===== config.mk =====
export PLATFORM = sky130hd
export DESIGN_NAME = seq_approx_divider
export DESIGN_NICKNAME = d
export VERILOG_FILES = /design/src/rtl/div_pkg.sv /design/src/rtl/div_sub_cell.sv /design/src/rtl/seq_approx_divider.sv
export SDC_FILE = /design/constraint.sdc
export NUM_CORES = 1
export LEC_CHECK = 0
export BUFFER_PORTS_ARGS = -buffer_cell sky130_fd_sc_hd__buf_2
export CAP_MARGIN = 20
export CORE_UTILIZATION = 52
export CTS_CLUSTER_DIAMETER = 80
export DETAILED_ROUTE_END_ITERATION = 10
export PLACE_DENSITY_LB_ADDON = 0.1
export SLEW_MARGIN = 20
export SYNTH_ARGS = -nofsm -noshare
export SYNTH_HDL_FRONTEND = slang
export SYNTH_SLANG_ARGS = --single-unit

===== constraint.sdc =====
create_clock -name clk -period 3 [get_ports clk]
set_clock_uncertainty 0.05 [all_clocks]
set_input_delay 0 -clock clk [delete_from_list [all_inputs] [get_ports clk]]
set_output_delay 0 -clock clk [all_outputs]
set_load 0.05 [all_outputs]

===== src/rtl/div_pkg.sv =====
// Shared types and cell equations for the sequential approximate divider.
// Cell functions return {bout, diff}.
package div_pkg;
  typedef enum logic [1:0] {IDLE, BUSY, DONE} state_t;

  function automatic bit cell_is_approx(input int col, input int approx_cols);
    return col < approx_cols;
  endfunction

  function automatic logic [1:0] exact_cell(input logic x, input logic y, input logic bin);
    logic diff, bout;
    diff = x ^ y ^ bin;
    bout = (~x & y) | (~(x ^ y) & bin);
    return {bout, diff};
  endfunction

  // Divisor bit is ignored entirely in the approximate cell.
  function automatic logic [1:0] approx_cell(input logic x, input logic bin);
    logic diff, bout;
    diff = x | bin;
    bout = ~bin;
    return {bout, diff};
  endfunction
endpackage


===== src/rtl/div_sub_cell.sv =====
// One column of the subtract/restore row: borrow-ripple subtractor cell
// followed by the restore mux selected by the row's quotient bit.
module div_sub_cell
  import div_pkg::*;
#(
  parameter bit APPROX = 1'b0
) (
  input  logic x,
  input  logic y,
  input  logic bin,
  input  logic qs,
  output logic r_sub,
  output logic bout
);
  logic [1:0] ex, ap, sel;

  assign ex    = exact_cell(x, y, bin);
  assign ap    = approx_cell(x, bin);
  assign sel   = APPROX ? ap : ex;
  assign bout  = sel[1];
  assign r_sub = qs ? sel[0] : x;
endmodule


===== src/rtl/seq_approx_divider.sv =====
// Iterative restoring divider, one quotient bit per clock through a single
// row of D_W cells. Optional div0 flag and BUSY bypass: SEQ_DIV_DIV0_FLAG_EN.
module seq_approx_divider
  import div_pkg::*;
#(
  parameter int N_W         = 16,
  parameter int D_W         = 8,
  parameter int APPROX_COLS = 6
) (
  input  logic               clk,
  input  logic               rst_n,
  input  logic               in_valid,
  output logic               in_ready,
  input  logic [N_W-1:0]     n,
  input  logic [D_W-1:0]     d,
  output logic               out_valid,
  input  logic               out_ready,
  output logic [N_W-D_W-1:0] q,
  output logic [D_W-1:0]     r
`ifdef SEQ_DIV_DIV0_FLAG_EN
  ,
  output logic               div0
`endif
);
  localparam int Q_W = N_W - D_W;
  localparam int I_W = (Q_W > 1) ? $clog2(Q_W) : 1;

  state_t         state;
  logic [D_W-1:0] d_r;
  logic [Q_W-1:0] n_lo;
  logic [I_W-1:0] i_r;

  logic           ovf, qbit;
  logic [D_W-1:0] m, r_next;
  logic [D_W:0]   b;

  // r doubles as the partial remainder register between iterations.
  assign ovf  = r[D_W-1];
  assign m    = {r[D_W-2:0], n_lo[i_r]};
  assign b[0] = 1'b0;
  assign qbit = ovf | ~b[D_W];

  for (genvar k = 0; k < D_W; k++) begin : g_col
    div_sub_cell #(
      .APPROX(cell_is_approx(k, APPROX_COLS))
    ) u_cell (
      .x    (m[k]),
      .y    (d_r[k]),
      .bin  (b[k]),
      .qs   (qbit),
      .r_sub(r_next[k]),
      .bout (b[k+1])
    );
  end

  always_ff @(posedge clk or negedge rst_n) begin
    if (!rst_n) begin
      state     <= IDLE;
      in_ready  <= 1'b1;
      out_valid <= 1'b0;
      q         <= '0;
      r         <= '0;
      d_r       <= '0;
      n_lo      <= '0;
      i_r       <= '0;
`ifdef SEQ_DIV_DIV0_FLAG_EN
      div0      <= 1'b0;
`endif
    end else begin
      case (state)
        IDLE: begin
          if (in_valid) begin
            d_r      <= d;
            n_lo     <= n[Q_W-1:0];
            r        <= n[N_W-1:Q_W];
            q        <= '0;
            i_r      <= I_W'(Q_W - 1);
            in_ready <= 1'b0;
            state    <= BUSY;
`ifdef SEQ_DIV_DIV0_FLAG_EN
            div0     <= (d == '0);
            if (d == '0) begin
              q         <= '1;
              r         <= n[D_W-1:0];
              out_valid <= 1'b1;
              state     <= DONE;
            end
`endif
          end
        end
        BUSY: begin
          r      <= r_next;
          q[i_r] <= qbit;
          i_r    <= i_r - 1'b1;
          if (i_r == '0) begin
            out_valid <= 1'b1;
            state     <= DONE;
          end
        end
        DONE: begin
          if (out_ready) begin
            out_valid <= 1'b0;
            in_ready  <= 1'b1;
            state     <= IDLE;
          end
        end
        default: state <= IDLE;
      endcase
    end
  end
endmodule


==> results of run 1 <==
==> final cells by class <==
class                   instances  area [µm²]  share of cell area [%]
multi-input cells             100       748.2                   35.49
repair buffers                 60       402.9                   19.11
flip-flops and latches         33       827.0                   39.23
clock buffers                   8       48.80                   2.315
well taps                      44       55.05                   2.611
inverters                       7       26.28                   1.246
==> what timing repair did <==
item	CTS	global route
endpoints found under the hold margin	53	0
gates resized for setup	0	0
hold buffers	20	0
setup buffers	0	0
setup endpoints to repair	0	0
==> state kept, by name (all words and copies together) (netlist names) <==
name / flops
in_ready: 1
r: 8
d_r: 2
n_lo: 8
i_r: 3
q: 8
state: 2
out_valid: 1
==> metrics by stage <==
stage | total power, mW | util (%) | cell area [µm²] | setup WS (ns)
after CTS | 2.359 | 68.50 | 2108 | 0.7538
after global placement | 2.039 | 60.41 | 1859 | 0.8214
after global routing | 2.523 | 68.50 | 2108 | 0.6625
final | 2.340 | 68.50 | 2108 | 0.7565
after detailed placement | 2.099 | 60.41 | 1859 | 0.7755
after floorplan | 1.886 | - | 1705 | 0.9233
==> worst min-delay path: stages <==
cell      delay (ns)
buf_2           0.15
nand2b_1        0.08
a21oi_1         0.06
nor2_1          0.08
==> placed cells by master (no fill, tap or decap), drive strengths merged, types with 2 or more instances in the layout <==
master / Yosys / routed
a21oi: 7 / 7
a22oi: 3 / 3
a32o: 2 / 2
and2b: 3 / 3
buf: 12 / 40
clkbuf: 3 / 8
dfrtp: 32 / 32
dlygate4sd3: 0 / 20
ha: 3 / 3
inv: 7 / 7
mux2: 10 / 10
mux2i: 8 / 8
nand2: 14 / 14
nand2b: 3 / 3
nor2: 5 / 5
nor2b: 2 / 2
nor3: 2 / 2
o21ai: 11 / 11
o21bai: 2 / 2
o221ai: 2 / 2
o22ai: 3 / 3
o311ai: 2 / 2
o31ai: 2 / 2
o41ai: 2 / 2
==> final timing paths <==
kind                       slack (ns)        to  cells past startpoint     start
min in group asynchronous        0.20      r[7]                      2     rst_n
hold / removal                   0.03  in_ready                      4  in_valid
setup / recovery                 0.76      r[5]                      7      r[5]
hold reg to reg                  0.46   n_lo[1]                      1   n_lo[1]
max in group asynchronous        2.22   n_lo[7]                      2     rst_n
setup reg to reg                 0.76      r[5]                      7      r[5]
==> metal layers <==
metal | GRT usage (%) | wire length [µm] | vias to the layer above | part of all wire [%]
met5 | 0 | 0 | - | 0
met4 | 10.20 | 45 | 0 | 1.2
met3 | 7.642 | 136 | 6 | 3.7
met2 | 39.33 | 1819 | 36 | 50
met1 | 28.82 | 1664 | 644 | 45
li1 | - | - | 663 | -
==> power breakdown <==
| part | internal [mW] | leakage (nW) | switching [mW] |
|---|---|---|---|
| clock | 0.0933 | 0.0265 | 0.144 |
| sequential | 0.649 | 0.388 | 0.197 |
| combinational | 0.472 | 0.571 | 0.785 |
==> cell families after synthesis <==
group                      share of synthesized area (%)
and+or+nand+nor                                    11.52
buffers and inverters                              7.631
adders and majority gates                          3.375
DFF                                                48.50
muxes                                              13.28
AOI/OAI and AO/OA                                  15.70
==> metrics.yaml, run 1 <==
clocking:
  clk_latency_ns: 0.34
  cts_tree: "yes"
  path_clk_slew_ns: 0.10
  htree_num_levels: 2
  cts_buffers: 5
  numClockSinks: 33
  root_buffer: "clkbuf_4"
  clockBufferDepth: 2
floorplanning:
  initial_core_util_pct: 55.41
  core_mm2: 0.003078
  die_area_mm2: 0.003512
  die_h_um: 59.27
  num_rows: 20
  ios: 46
  die_w_um: 59.27
placed_design:
  dp.cells: 224
  port_buffers: 39
  routabilityCongestion: 0.7484
  place.detailed.hpwl_um: 2338
synth:
  ys_warn_count: 0
  synth_area_leader_cell: "dfrtp_1"
  synth.avg_cell_area_um2: 11.00
  synth_enable_flop_cells: 0
  synth_area_leaders: "dfrtp_1 (47%), mux2i_1 (4.7%), mux2_2 (4.6%), buf_4 (3.5%), o21ai_0 (3.2%)"
  synth_nets: 187
  synth_top_area_share_pct: 46.96
  synth-seq-area-share_pct: 48.50
  synth-seq-cells: 33
  synth.most_common_cell: "dfrtp_1"
  syn-instance-count: 155
  synth-main-ff-cell: "dfrtp_1"
  yosysUniqueCellTypes: 41
  synthArstFlopShare_pct: 100.0
  synth_commonest_cells: "dfrtp_1 (32), nand2_1 (14), o21ai_0 (11)"
  synth_area_mm2: 0.001705
sta:
  hold_violations: 0
  grt_setup_unrepaired: "false"
  setup_tns_ns: 0
  slew_headroom_pct: 50.49
  worst_hold_slack_ns: 0.02617
  finalSetupViolations: 0
  fin_crit_sh_pct: 74.78
  tightest_slew_ns: 0.7427
  slew_viol_final: 0
  min_period_ns: 2.244
  fmax_mhz: 445.7
finish:
  n_fill_cell: 258
  antenna_cells: 0
  syn_to_final_growth_pct: 23.62
  fin_cells: 252
  drive_gt1_share_pct: 28.37
  nNetsFinal: 239
min_path:
  hold_path_class: "primary input to register"
routing:
  via_per_inst: 5.353
  final_antenna_net_count: 0
  drcViolationCount: 0
  num_vias: 1349
  drt-initial-drc-count: 50
  drt_wl_total_um: 3666
  firstDrtPassIters: 4
  wl_per_cell_um: 14.55
critical_path:
  arrival_ns: 2.42
  worst-path-max-fanout: 5
  end_kind: "register"
  crit_family: "simple AND/OR/NAND/NOR gates"
  cp-start-kind: "register"
  cp_num_buf_inv: 2
  crit_chain: "inv_1, ha_1, inv_1, fa_1, or4b_2, o221ai_1, o21ai_0"
  critPathRequiredTime_ns: 3.17
  critPathSlowestCell: "or4b_2"
  crit_top_cell: "inv_1"
  cpPeakStageDelay_ns: 0.68
  crit_type: "register to register"
global_routing:
  grt_usage_pct: 23.94
  grt_pass1_vias: 1345
  antenna_found_initial: 0
  grt_first_pass_wirelength_um: 6044
  grt_remaining_overflow: 0
  grt_max_degree: 34
job:
  cap_violations: 0
outcome:
  outcome: "completed"
power:
  ir_worst_vdd_mv: 0.4611
  leakage_nw: 0.9852
  power_density_mw_per_mm2: 1110
(Power assumes the default switching activity.)
==> inputs of run 2 (changes only) <==
--- a/config.mk
+++ b/config.mk
@@ -7,7 +7,7 @@
 export LEC_CHECK = 0
 export BUFFER_PORTS_ARGS = -buffer_cell sky130_fd_sc_hd__buf_2
 export CAP_MARGIN = 20
-export CORE_UTILIZATION = 52
+export CORE_UTILIZATION = 47
 export CTS_CLUSTER_DIAMETER = 80
 export DETAILED_ROUTE_END_ITERATION = 10
 export PLACE_DENSITY_LB_ADDON = 0.1
==> constraint.sdc (replaced) <==
create_clock -name clk -period 2 [get_ports clk]
set_clock_uncertainty 0.05 [all_clocks]
set_input_delay 0 -clock clk [delete_from_list [all_inputs] [get_ports clk]]
set_output_delay 0 -clock clk [all_outputs]
set_load 0.05 [all_outputs]
==> run 2 against run 1 <==
Die area up 10%. Core utilization fell by 4.2 points. Sequential power increased by 49%. Power grew 56%. Design area grew 4.2%. Non-clock buffer count increased by 9. Clock power grew 51%. Register-to-register slack got worse by 0.67 ns.
==> metrics.yaml, run 2 (same netlist as run 1, synthesis figures left out) <==
outcome:
  outcome: "completed"  # unchanged
global_routing:
  grt_pass1_vias: 1319  # was 1345
  antenna_found_initial: 0  # unchanged
  grt_usage_pct: 19.80  # was 23.94%
  grt_remaining_overflow: 0  # unchanged
  grt_max_degree: 34  # unchanged
  grt_first_pass_wirelength_um: 5899  # was 6044 µm
clocking:
  cts_tree: "yes"  # unchanged
  clockBufferDepth: 2  # unchanged
  htree_num_levels: 2  # unchanged
  cts_buffers: 5  # unchanged
  path_clk_slew_ns: 0.10  # about the same
  cts_setup_buffers: 0  # unchanged
  numClockSinks: 33  # unchanged
  root_buffer: "clkbuf_4"  # unchanged
  clk_latency_ns: 0.33  # was 0.34 ns
sta:
  fin_crit_sh_pct: 95.65  # was 74.78%
  hold_violations: 0  # unchanged
  min_period_ns: 1.913  # was 2.244 ns
  finalSetupViolations: 0  # unchanged
  fmax_mhz: 522.7  # was 445.7 MHz
  setup_tns_ns: 0  # unchanged
  slew_viol_final: 0  # unchanged
  slew_headroom_pct: 51.49  # was 50.49%
  grt_setup_unrepaired: "false"  # unchanged
  tightest_slew_ns: 0.7276  # was 0.7427 ns
placed_design:
  place.detailed.hpwl_um: 2494  # was 2338 µm
  placedInstanceArea_mm2: 0.001936  # was 0.001859 mm²
  port_buffers: 39  # unchanged
  routabilityCongestion: 0.7114  # was 0.7484
  dp.cells: 235  # was 224
min_path:
  hold_path_class: "primary input to register"  # unchanged
critical_path:
  worst-path-max-fanout: 3  # was 5
  cp-start-kind: "register"  # unchanged
  crit_chain: "inv_2, ha_1, inv_1, fa_2, or4b_4, o221ai_2, o21ai_0"  # was inv_1, ha_1, inv_1, fa_1, or4b_2, o221ai_1, o21ai_0
  r2r_setup_slack_ns: 0.09  # was 0.76 ns
  cpPeakStageDelay_ns: 0.51  # was 0.68 ns
  critPathRequiredTime_ns: 2.17  # was 3.17 ns
  r2r-start: "r[5]"  # unchanged
  end_kind: "register"  # unchanged
  critPathSlowestCell: "or4b_4"  # was or4b_2
  crit_type: "register to register"  # unchanged
  r2r-end: "r[5]"  # unchanged
  ff2ff_path_depth: 7  # unchanged
  endpoint: "r[5]"  # unchanged
  startpoint: "r[5]"  # unchanged
  arrival_ns: 2.08  # was 2.42 ns
finish:
  antenna_cells: 0  # unchanged
  syn_to_final_growth_pct: 28.76  # was 23.62%
  drive_gt1_share_pct: 34.10  # was 28.37%
  final_cell_mix: "buf_2 (39), dfrtp_1 (32), dlygate4sd3_1 (20)"  # unchanged
  n_fill_cell: 299  # was 258
  utilization_pct: 64.29  # was 68.50%
  nNetsFinal: 248  # was 239
  layout_commonest_cell: "buf_2"  # unchanged
  final_cell_area_mm2: 0.002196  # was 0.002108 mm²
  fin_cells: 263  # was 252
  top_regs: "n_lo: 8 flops, q: 8 flops, r: 8 flops"  # unchanged
routing:
  final_antenna_net_count: 0  # unchanged
  drcViolationCount: 0  # unchanged
  drt_wl_total_um: 3486  # was 3666 µm
  num_vias: 1376  # was 1349
  via_per_inst: 5.232  # was 5.353
  wl_per_cell_um: 13.25  # was 14.55 µm
  drt-initial-drc-count: 49  # was 50
  firstDrtPassIters: 4  # unchanged
floorplanning:
  die_area_mm2: 0.003873  # was 0.003512 mm²
  ios: 46  # unchanged
  initial_core_util_pct: 49.93  # was 55.41%
  num_rows: 21  # was 20
  die_h_um: 62.24  # was 59.27 µm
  die_w_um: 62.24  # was 59.27 µm
  core_mm2: 0.003416  # was 0.003078 mm²
power:
  ir_worst_vdd_mv: 0.8887  # was 0.4611 mV
  leakage_nw: 1.035  # was 0.9852 nW
  power_density_mw_per_mm2: 1664  # was 1110 mW/mm²
job:
  cap_violations: 0  # unchanged
run 2: worst min-delay path by stage:
stage / start / endpoint / slack (ns) / cells after the start
finish: in_valid / in_ready / 0.02 / 4
detailed placement: rst_n / d_r[6] / 0.06 / 1
global route: in_valid / in_ready / 0.06 / 4
floorplan: rst_n / d_r[6] / -0.35 / 0
global placement: rst_n / r[6] / 0.04 / 1
CTS: in_valid / in_ready / 0.01 / 4
run 2: repair_timing:
item | 4_1_cts | 5_1_grt
gates resized for setup | 0 | 3
endpoints found under the hold margin | 53 | 0
hold buffers | 20 | 0
setup endpoints to repair | 0 | 3
run 2: area by class of cell:
class	instances	area, µm²	area share, %
clock buffer	6	41.29	1.880
clock inverter	2	10.01	0.4558
inverter	7	26.28	1.197
multi-input combinational	100	763.2	34.76
sequential	33	827.0	37.66
tap	46	57.56	2.621
timing repair buffer	69	470.5	21.42
run 2: where the power goes:
part	switching [mW]	total (mW)	internal, mW
clock network	0.223	0.357	0.134
registers	0.283	1.26	0.974
logic	1.22	2.04	0.817
run 2: worst max-delay path: cells and delay by family, from the launching register on:
family,cells,cell delay (ns)
DFF,1,0.41
adders and majority gates,2,0.47
and+or+nand+nor,1,0.51
AOI/OAI and AO/OA,2,0.26
buffers and inverters,2,0.11
run 2: per-stage QoR:
step                      hold slack, ns  setup WS (ns)  power, mW
after CTS                        0.01031        0.05174      3.673
final                            0.01823        0.08695      3.653
after floorplan                  -0.3456         0.1334      2.842
after detailed placement         0.05691        0.06754      3.271
after global routing             0.06002       0.003895      3.930
after global placement           0.04203         0.1150      3.198
run 2: layer usage:
layer,part of all wire [%],GRT usage (%),vias up
li1,-,-,673
met1,45,24.04,664
met2,49,33.79,35
met3,5.1,5.331,4
met4,0.77,6.977,0
met5,0,0,-
